==> config.mk <==
export PLATFORM = sky130hd
export DESIGN_NAME = hazard_stall_ctrl
export DESIGN_NICKNAME = d
export VERILOG_FILES = /design/src/rtl/hazard_stall_ctrl.sv
export SDC_FILE = /design/constraint.sdc
export NUM_CORES = 1
export LEC_CHECK = 0
export CORE_MARGIN = 2
export CORE_UTILIZATION = 35
export CTS_CLUSTER_DIAMETER = 80
export DETAILED_ROUTE_END_ITERATION = 8
export GPL_TIMING_DRIVEN = 0
export PLACE_DENSITY = 0.67
export SLEW_MARGIN = 10
export SYNTH_ARGS = -nofsm -noshare
export SYNTH_HDL_FRONTEND = slang
export SYNTH_SLANG_ARGS = --single-unit
==> constraint.sdc <==
create_clock -name clk -period 4.3 [get_ports clk]
set_clock_uncertainty 0.2 [all_clocks]
set_input_delay 0.645 -clock clk [delete_from_list [all_inputs] [get_ports clk]]
set_output_delay 0.645 -clock clk [all_outputs]
set_load 0.1 [all_outputs]
==> src/rtl/hazard_stall_ctrl.sv <==
// Pipeline sequencing controller. Decides each cycle whether PC, IF/ID and the
// downstream pipeline registers advance, hold or flush. It also tracks data-memory
// wait states and keeps saturating performance counters.
module hazard_stall_ctrl #(
   parameter int unsigned CNT_W    = 32,
   parameter int unsigned MAX_WAIT = 64
) (
   input  logic             clk,
   input  logic             rst,
   input  logic [4:0]       id_rs,
   input  logic [4:0]       id_rt,
   input  logic             id_uses_rt,
   input  logic             ex_memread,
   input  logic [4:0]       ex_rt,
   input  logic             ex_branch_taken,
   input  logic             mem_req,
   input  logic             dmem_ack,
   output logic             pc_write,
   output logic             ifid_write,
   output logic             ifid_flush,
   output logic             idex_flush,
   output logic             pipe_freeze,
   output logic             state,
   output logic [CNT_W-1:0] stall_cnt,
   output logic [CNT_W-1:0] flush_cnt,
   output logic [CNT_W-1:0] loaduse_cnt,
   output logic             timeout_err
);

   typedef enum logic {
      StRun  = 1'b0,
      StWait = 1'b1
   } state_e;

   localparam logic [15:0] MaxWait = 16'(MAX_WAIT);

   state_e           state_q, state_d;
   logic [15:0]      wait_ctr_q, wait_ctr_d;
   logic             timeout_q, timeout_d;
   logic [CNT_W-1:0] stall_cnt_q, stall_cnt_d;
   logic [CNT_W-1:0] flush_cnt_q, flush_cnt_d;
   logic [CNT_W-1:0] loaduse_cnt_q, loaduse_cnt_d;

   logic freeze;
   logic loaduse;
   logic branch_applied;
   logic loaduse_applied;

   // Hazard detection; a load to r0 never creates a dependency.
   always_comb begin
      freeze  = mem_req & ~dmem_ack;
      loaduse = ex_memread & (ex_rt != 5'd0) &
                ((ex_rt == id_rs) | (id_uses_rt & (ex_rt == id_rt)));
   end

   // Mealy control outputs in strict priority: reset, freeze, branch, load-use.
   always_comb begin
      pc_write        = 1'b1;
      ifid_write      = 1'b1;
      ifid_flush      = 1'b0;
      idex_flush      = 1'b0;
      pipe_freeze     = 1'b0;
      branch_applied  = 1'b0;
      loaduse_applied = 1'b0;
      if (!rst) begin
         pc_write   = 1'b0;
         ifid_write = 1'b0;
         ifid_flush = 1'b1;
         idex_flush = 1'b1;
      end else if (freeze) begin
         // EX is held, so a pending branch or load-use re-presents afterwards.
         pc_write    = 1'b0;
         ifid_write  = 1'b0;
         pipe_freeze = 1'b1;
      end else if (ex_branch_taken) begin
         ifid_flush     = 1'b1;
         idex_flush     = 1'b1;
         branch_applied = 1'b1;
      end else if (loaduse) begin
         pc_write        = 1'b0;
         ifid_write      = 1'b0;
         idex_flush      = 1'b1;
         loaduse_applied = 1'b1;
      end
   end

   // Next-state for the wait FSM, wait counter, sticky timeout and counters.
   always_comb begin
      state_d       = state_q;
      wait_ctr_d    = wait_ctr_q;
      timeout_d     = timeout_q;
      stall_cnt_d   = stall_cnt_q;
      flush_cnt_d   = flush_cnt_q;
      loaduse_cnt_d = loaduse_cnt_q;

      unique case (state_q)
         StRun: begin
            if (freeze) begin
               state_d    = StWait;
               wait_ctr_d = '0;
            end
         end
         StWait: begin
            if (!freeze) state_d = StRun;
            if (wait_ctr_q != 16'hFFFF) wait_ctr_d = wait_ctr_q + 16'd1;
            if (freeze && (wait_ctr_q == MaxWait)) timeout_d = 1'b1;
         end
         default: state_d = StRun;
      endcase

      if (!pc_write && (stall_cnt_q != '1)) stall_cnt_d = stall_cnt_q + CNT_W'(1);
      if (branch_applied && (flush_cnt_q != '1)) flush_cnt_d = flush_cnt_q + CNT_W'(1);
      if (loaduse_applied && (loaduse_cnt_q != '1)) begin
         loaduse_cnt_d = loaduse_cnt_q + CNT_W'(1);
      end
   end

   // State registers with synchronous active-low reset.
   always_ff @(posedge clk) begin
      if (!rst) begin
         state_q       <= StRun;
         wait_ctr_q    <= '0;
         timeout_q     <= 1'b0;
         stall_cnt_q   <= '0;
         flush_cnt_q   <= '0;
         loaduse_cnt_q <= '0;
      end else begin
         state_q       <= state_d;
         wait_ctr_q    <= wait_ctr_d;
         timeout_q     <= timeout_d;
         stall_cnt_q   <= stall_cnt_d;
         flush_cnt_q   <= flush_cnt_d;
         loaduse_cnt_q <= loaduse_cnt_d;
      end
   end

   assign state       = state_q;
   assign timeout_err = timeout_q;
   assign stall_cnt   = stall_cnt_q;
   assign flush_cnt   = flush_cnt_q;
   assign loaduse_cnt = loaduse_cnt_q;

endmodule

---- Word-level counts from Yosys, hierarchy flattened ----
Index checks and enable logic that the tools add are counted.
storage, ports and cells
  input port bits ......................... 22
  output and inout port bits .............. 103
  flip-flop bits (word level) ............. 114
  logic and storage cells ................. 54
cells by class
  eq/ne operators ......................... 9
  bitwise logic cells ..................... 7
  muxes and demuxes ....................... 20
  reductions and logical operators ........ 8
  $add $sub $neg .......................... 4
operator list
  kind                                            number
  adder 32 x 1 -> 32 bit, second input constant   3
  != test 32 bit, second input constant           3
  two-way mux 16 bit                              2
  case mux 16 bit (2 select lines)                1
  two-way mux 1 bit                               17
  adder 16 x 1 -> 16 bit, second input constant   1
  == test 16 x 7 -> 1 bit, second input constant  1
  != test 16 bit, second input constant           1
  == test 5 bit                                   2
  nonzero test 5 bit                              1
  AND 1 bit                                       4
  logical AND 1 bit                               4
  AND reduction 2 bit                             2
  != test 2 x 1 -> 1 bit, second input constant   1
  != test 2 bit, second input constant            1
  inverter 1 bit                                  2
  zero test 1 bit                                 1
  OR 1 bit                                        1

---- Longest topological paths before layout ----
  word-level depth ........................ 10
  depth in mapped cells ................... 9
  mapped depth without buffers ............ 8

---- Worst setup path before layout ----
Ideal clock, no wire load.
  kind .................................... input to output
  start ................................... input ex_rt[1]
  end ..................................... output pc_write
  buffers on the path ..................... 2
  data arrival time ....................... 3.205 ns
  stages .................................. 5
  data required time ...................... 3.455 ns
  slack ................................... 0.250 ns
  path through ............................ or4_1 o21a_1 a31oi_1 clkbuf_1 buf_4
on the way
  word-level cells in the longest chain between the ends .. 8
  elaborated cells between the ends (all ways) .. 11
  those cells by class .................... 2 x eq/ne; 4 x mux; 4 x bitwise; 1 x reduce/logical
RTL lines
  element                            RTL line  RTL
  start, declared                    14        input logic [4:0] ex_rt,
  == test 5 bit                      53        ((ex_rt == id_rs) | (id_uses_rt & (ex_rt == id_rt)));
  AND 1 bit                          53
  OR 1 bit                           53
  AND 1 bit *                        52        loaduse = ex_memread & (ex_rt != 5'd0) &
  two-way mux 1 bit * (4 in series)  --
  end, declared                      18        output logic pc_write,
Mark *: on every way between the ends. The rest lies on a longest branch, timed or not.

---- Final worst setup path ----
  start ................................... input ex_rt[1]
  end ..................................... output ifid_write
on the way
  word-level cells in the longest chain between the ends .. 8
  elaborated cells between the ends (all ways) .. 11
  those cells by class .................... 2 x eq/ne; 4 x mux; 4 x bitwise; 1 x reduce/logical
RTL lines
  element              RTL line  RTL
  == test 5 bit        53
  AND 1 bit            53
  OR 1 bit             53
  AND 1 bit *          52
  two-way mux 1 bit *  79        end else if (loaduse) begin
  two-way mux 1 bit *  75        end else if (ex_branch_taken) begin
  two-way mux 1 bit *  70        end else if (freeze) begin
  two-way mux 1 bit *  65        if (!rst) begin
  end, declared        19        output logic ifid_write,
Marked as above.

==> results.json <==
{
  "grt_remaining_overflow": 0,
  "maxCapViolCount": 0,
  "floorplan.io_pins": 125,
  "post_synth_design_cell_area_sq_mm": 0.00562,
  "antenna_violating_nets_post_route": 0,
  "worst_reg2reg_path_length_in_cells": 8,
  "r2r_end": "flush_cnt[19]",
  "tightest_slew_ns": 1.03,
  "postSynth.topFlopCell": "sky130_fd_sc_hd__dfxtp_1",
  "hold-worst-slack_ns": 0.290,
  "post_synthesis_mean_instance_area_sq_um": 8.07,
  "worst_ep_required_time_ns": 3.45,
  "postSynthRegisterBits": 114,
  "irDropWorstVdd_uv": 256,
  "postSynthNetCount": 724,
  "chipHeight_microns": 131,
  "sequential_cell_area_fraction_in_the_yosys_report": 0.406,
  "initial_utilization": 0.357,
  "drive_above_1_share": 0.0552,
  "crit_type": "primary input to output port",
  "drt-initial-drc-count": 363,
  "r2r_start": "flush_cnt[0]",
  "synth_top_area_share": 0.406,
  "worstPathBufferInverterCount": 3,
  "cp-endpoint": "ifid_write",
  "pleak_nw": 2.52,
  "grt_pass1_vias": 4949,
  "clkTransAtPathRegs_ns": 0.05,
  "total_power_mw": 2.65,
  "max_stage_delay_ns": 0.60,
  "die_area_sq_mm": 0.0171,
  "placed_instance_count": 1037,
  "synth_cells": 697,
  "worstPathMaxFanout": 11,
  "critPathArrivalTime_ns": 3.32,
  "min_period_ns": 4.16,
  "detail_route.wirelength_mm": 15.3,
  "finalHoldViolations": 0,
  "cts.root.buffer_cell": "sky130_fd_sc_hd__clkbuf_16",
  "design_area_sq_mm": 0.00772,
  "clock_latency_of_the_later_clocked_register_in_the_worst_skew_pair_ns": 0.41,
  "holdBufCountCts": 0,
  "place_hpwl_mm": 11.1,
  "achievable-frequency_ghz": 0.240,
  "setup-tns-final_ns": 0,
  "detail_route.first_pass.iterations": 6,
  "tritoncts.num_buffers": 17,
  "drc_errors": 0,
  "timing.final.crit_share": 0.968,
  "critical_path_cell_count": 6,
  "synth_top_cells_by_area": "sky130_fd_sc_hd__dfxtp_1 (41%), sky130_fd_sc_hd__xnor2_1 (10%), sky130_fd_sc_hd__nor2_1 (6.9%), sky130_fd_sc_hd__nand2_1 (4.8%), sky130_fd_sc_hd__nand3_1 (3.6%)",
  "largest_net_degree_at_the_start_of_global_routing": 17,
  "async_flop_share": 0,
  "cp-startpoint": "ex_rt[1]",
  "placementRows": 46,
  "count_of_final_max_slew_check_failures": 0,
  "worst_setup_path_end_kind": "output port",
  "final-setup-viol-count": 0,
  "cts_tree": "done",
  "power-per-cell-area_mw_per_mm2": 343,
  "place_congestion": 0.852,
  "diodes": 0,
  "htree_levels": 4,
  "timing.reg2reg.setup_slack_ns": 1.45,
  "synth.yosys.warnings": 0,
  "worstPathCellList": "clkdlybuf4s50_1 -> or4_1 -> o21a_1 -> a31oi_1 -> clkbuf_2 -> clkdlybuf4s15_2",
  "antenna_found_initial": 0,
  "relSlewSlack": 0.314,
  "path_delay_family": "buffers and inverters",
  "rsz_0062_raised_after_global_routing": "false",
  "mostFrequentLayoutCell": "sky130_fd_sc_hd__clkdlybuf4s50_1",
  "fp.dieW_microns": 131,
  "floorplan.core_area_sq_mm": 0.0158,
  "portBuffers": 124,
  "placement.cell_area_sq_mm": 0.00713,
  "flow.area_growth_from_synthesis_pct": 37.2,
  "setup.worst_path.start_class": "primary input",
  "tritoncts_sinks": 114,
  "detail_route.wl_per_cell_microns": 14.3,
  "grt_first_pass_wirelength_mm": 24.5,
  "synth.distinct_cells": 49,
  "grt.total_usage": 0.182,
  "final_cell_mix": "sky130_fd_sc_hd__clkdlybuf4s50_1 (121), sky130_fd_sc_hd__dfxtp_1 (114), sky130_fd_sc_hd__nor2_1 (104)",
  "vias": 5415,
  "run_status": "complete, no violations",
  "worst_path_max_delay_cell": "sky130_fd_sc_hd__clkdlybuf4s15_2",
  "via_per_inst": 5.07,
  "layout.nets": 867,
  "post_synth_edffs": 0,
  "number_of_buffers_between_clock_root_and_the_deepest_sink": 2,
  "holdCritPathClass": "register to register",
  "fin_cells": 1068,
  "synth_area_leader_cell": "sky130_fd_sc_hd__dfxtp_1"
}
[final cells by class]
class | instances | area, sq um
Fill cell | 1576 | 8050
Multi-Input combinational cell | 538 | 3160
Sequential cell | 114 | 2280
Timing Repair Buffer | 124 | 1240
Clock buffer | 19 | 443
Tap cell | 216 | 270
Clock inverter | 12 | 140
Buffer | 28 | 119
Inverter | 17 | 63.8
[registers in the layout (all words and copies together) (netlist names)]
register and count:
timeout_err 1, wait_ctr_q 16, flush_cnt 32, state 1, loaduse_cnt 32, stall_cnt 32
[synth_stat cells, drive strengths merged (3+ instances only)]
cell and number:
a21oi 31, a31oi 4, and3 17, and4 10, buf 3, clkbuf 25
dfxtp 114, ha 5, inv 17, mux2i 6, nand2 73, nand2b 6
nand3 40, nand4 25, nor2 104, nor3 30, nor3b 7, nor4 18
nor4b 3, o21ai 28, o31ai 4, or3 22, or4 7, xnor2 64
xor2 17
[through the flow]
step                      setup slack (ns)   util
after floorplan                      0.250      -
after global placement              -0.732  0.452
after detailed placement            -0.741  0.452
after CTS                           0.0183  0.490
after global routing                0.0234  0.489
final                                0.136  0.489
[routing by layer]
| metal | global-route usage | routed length, microns |
|---|---|---|
| met5 | 0 | 0 |
| met3 | 0.0497 | 866 |
| met1 | 0.235 | 7100 |
| met2 | 0.294 | 7040 |
| met4 | 0.0626 | 244 |
[worst min-delay path, cell delays in order, from the launching register on]
cell,delay (ns)
sky130_fd_sc_hd__dfxtp_1,0.33
sky130_fd_sc_hd__a31oi_1,0.04
sky130_fd_sc_hd__nor2_1,0.08
[timing repair]
| action | in CTS | in global routing |
|---|---|---|
| setup buffers | 0 | 0 |
| endpoints found under the setup margin | 2 | 2 |
| resized for setup | 7 | 3 |
[kinds of logic after synthesis]
logic type                 synth area share
adders and majority gates            0.0111
and+or+nand+nor                       0.339
buffers and inverters                0.0323
AOI/OAI and AO/OA                    0.0750
xor gates and xnor gates              0.126
DFF                                   0.406
muxes                                0.0107
[where the power goes]
part,leakage (nW),switching [mW],internal (mW),total (mW)
sequential,0.919,0.00751,1.06,1.07
clock,0.288,0.491,0.913,1.40
combinational,1.31,0.122,0.0517,0.174
[how the worst min path moves through the flow]
| stage | slack [ns] | to | depth (start not counted) | start |
|---|---|---|---|---|
| 4_1_cts | 0.29 | timeout_err | 2 | timeout_err |
| 2_1_floorplan | 0.28 | wait_ctr_q[5] | 1 | wait_ctr_q[5] |
| 5_1_grt | 0.31 | timeout_err | 2 | timeout_err |
| 3_3_place_gp | 0.28 | flush_cnt[3] | 1 | flush_cnt[3] |
| 3_5_place_dp | 0.27 | timeout_err | 2 | timeout_err |
| 6_report | 0.29 | timeout_err | 2 | timeout_err |
No activity file was read; power rests on OpenSTA's default activity.
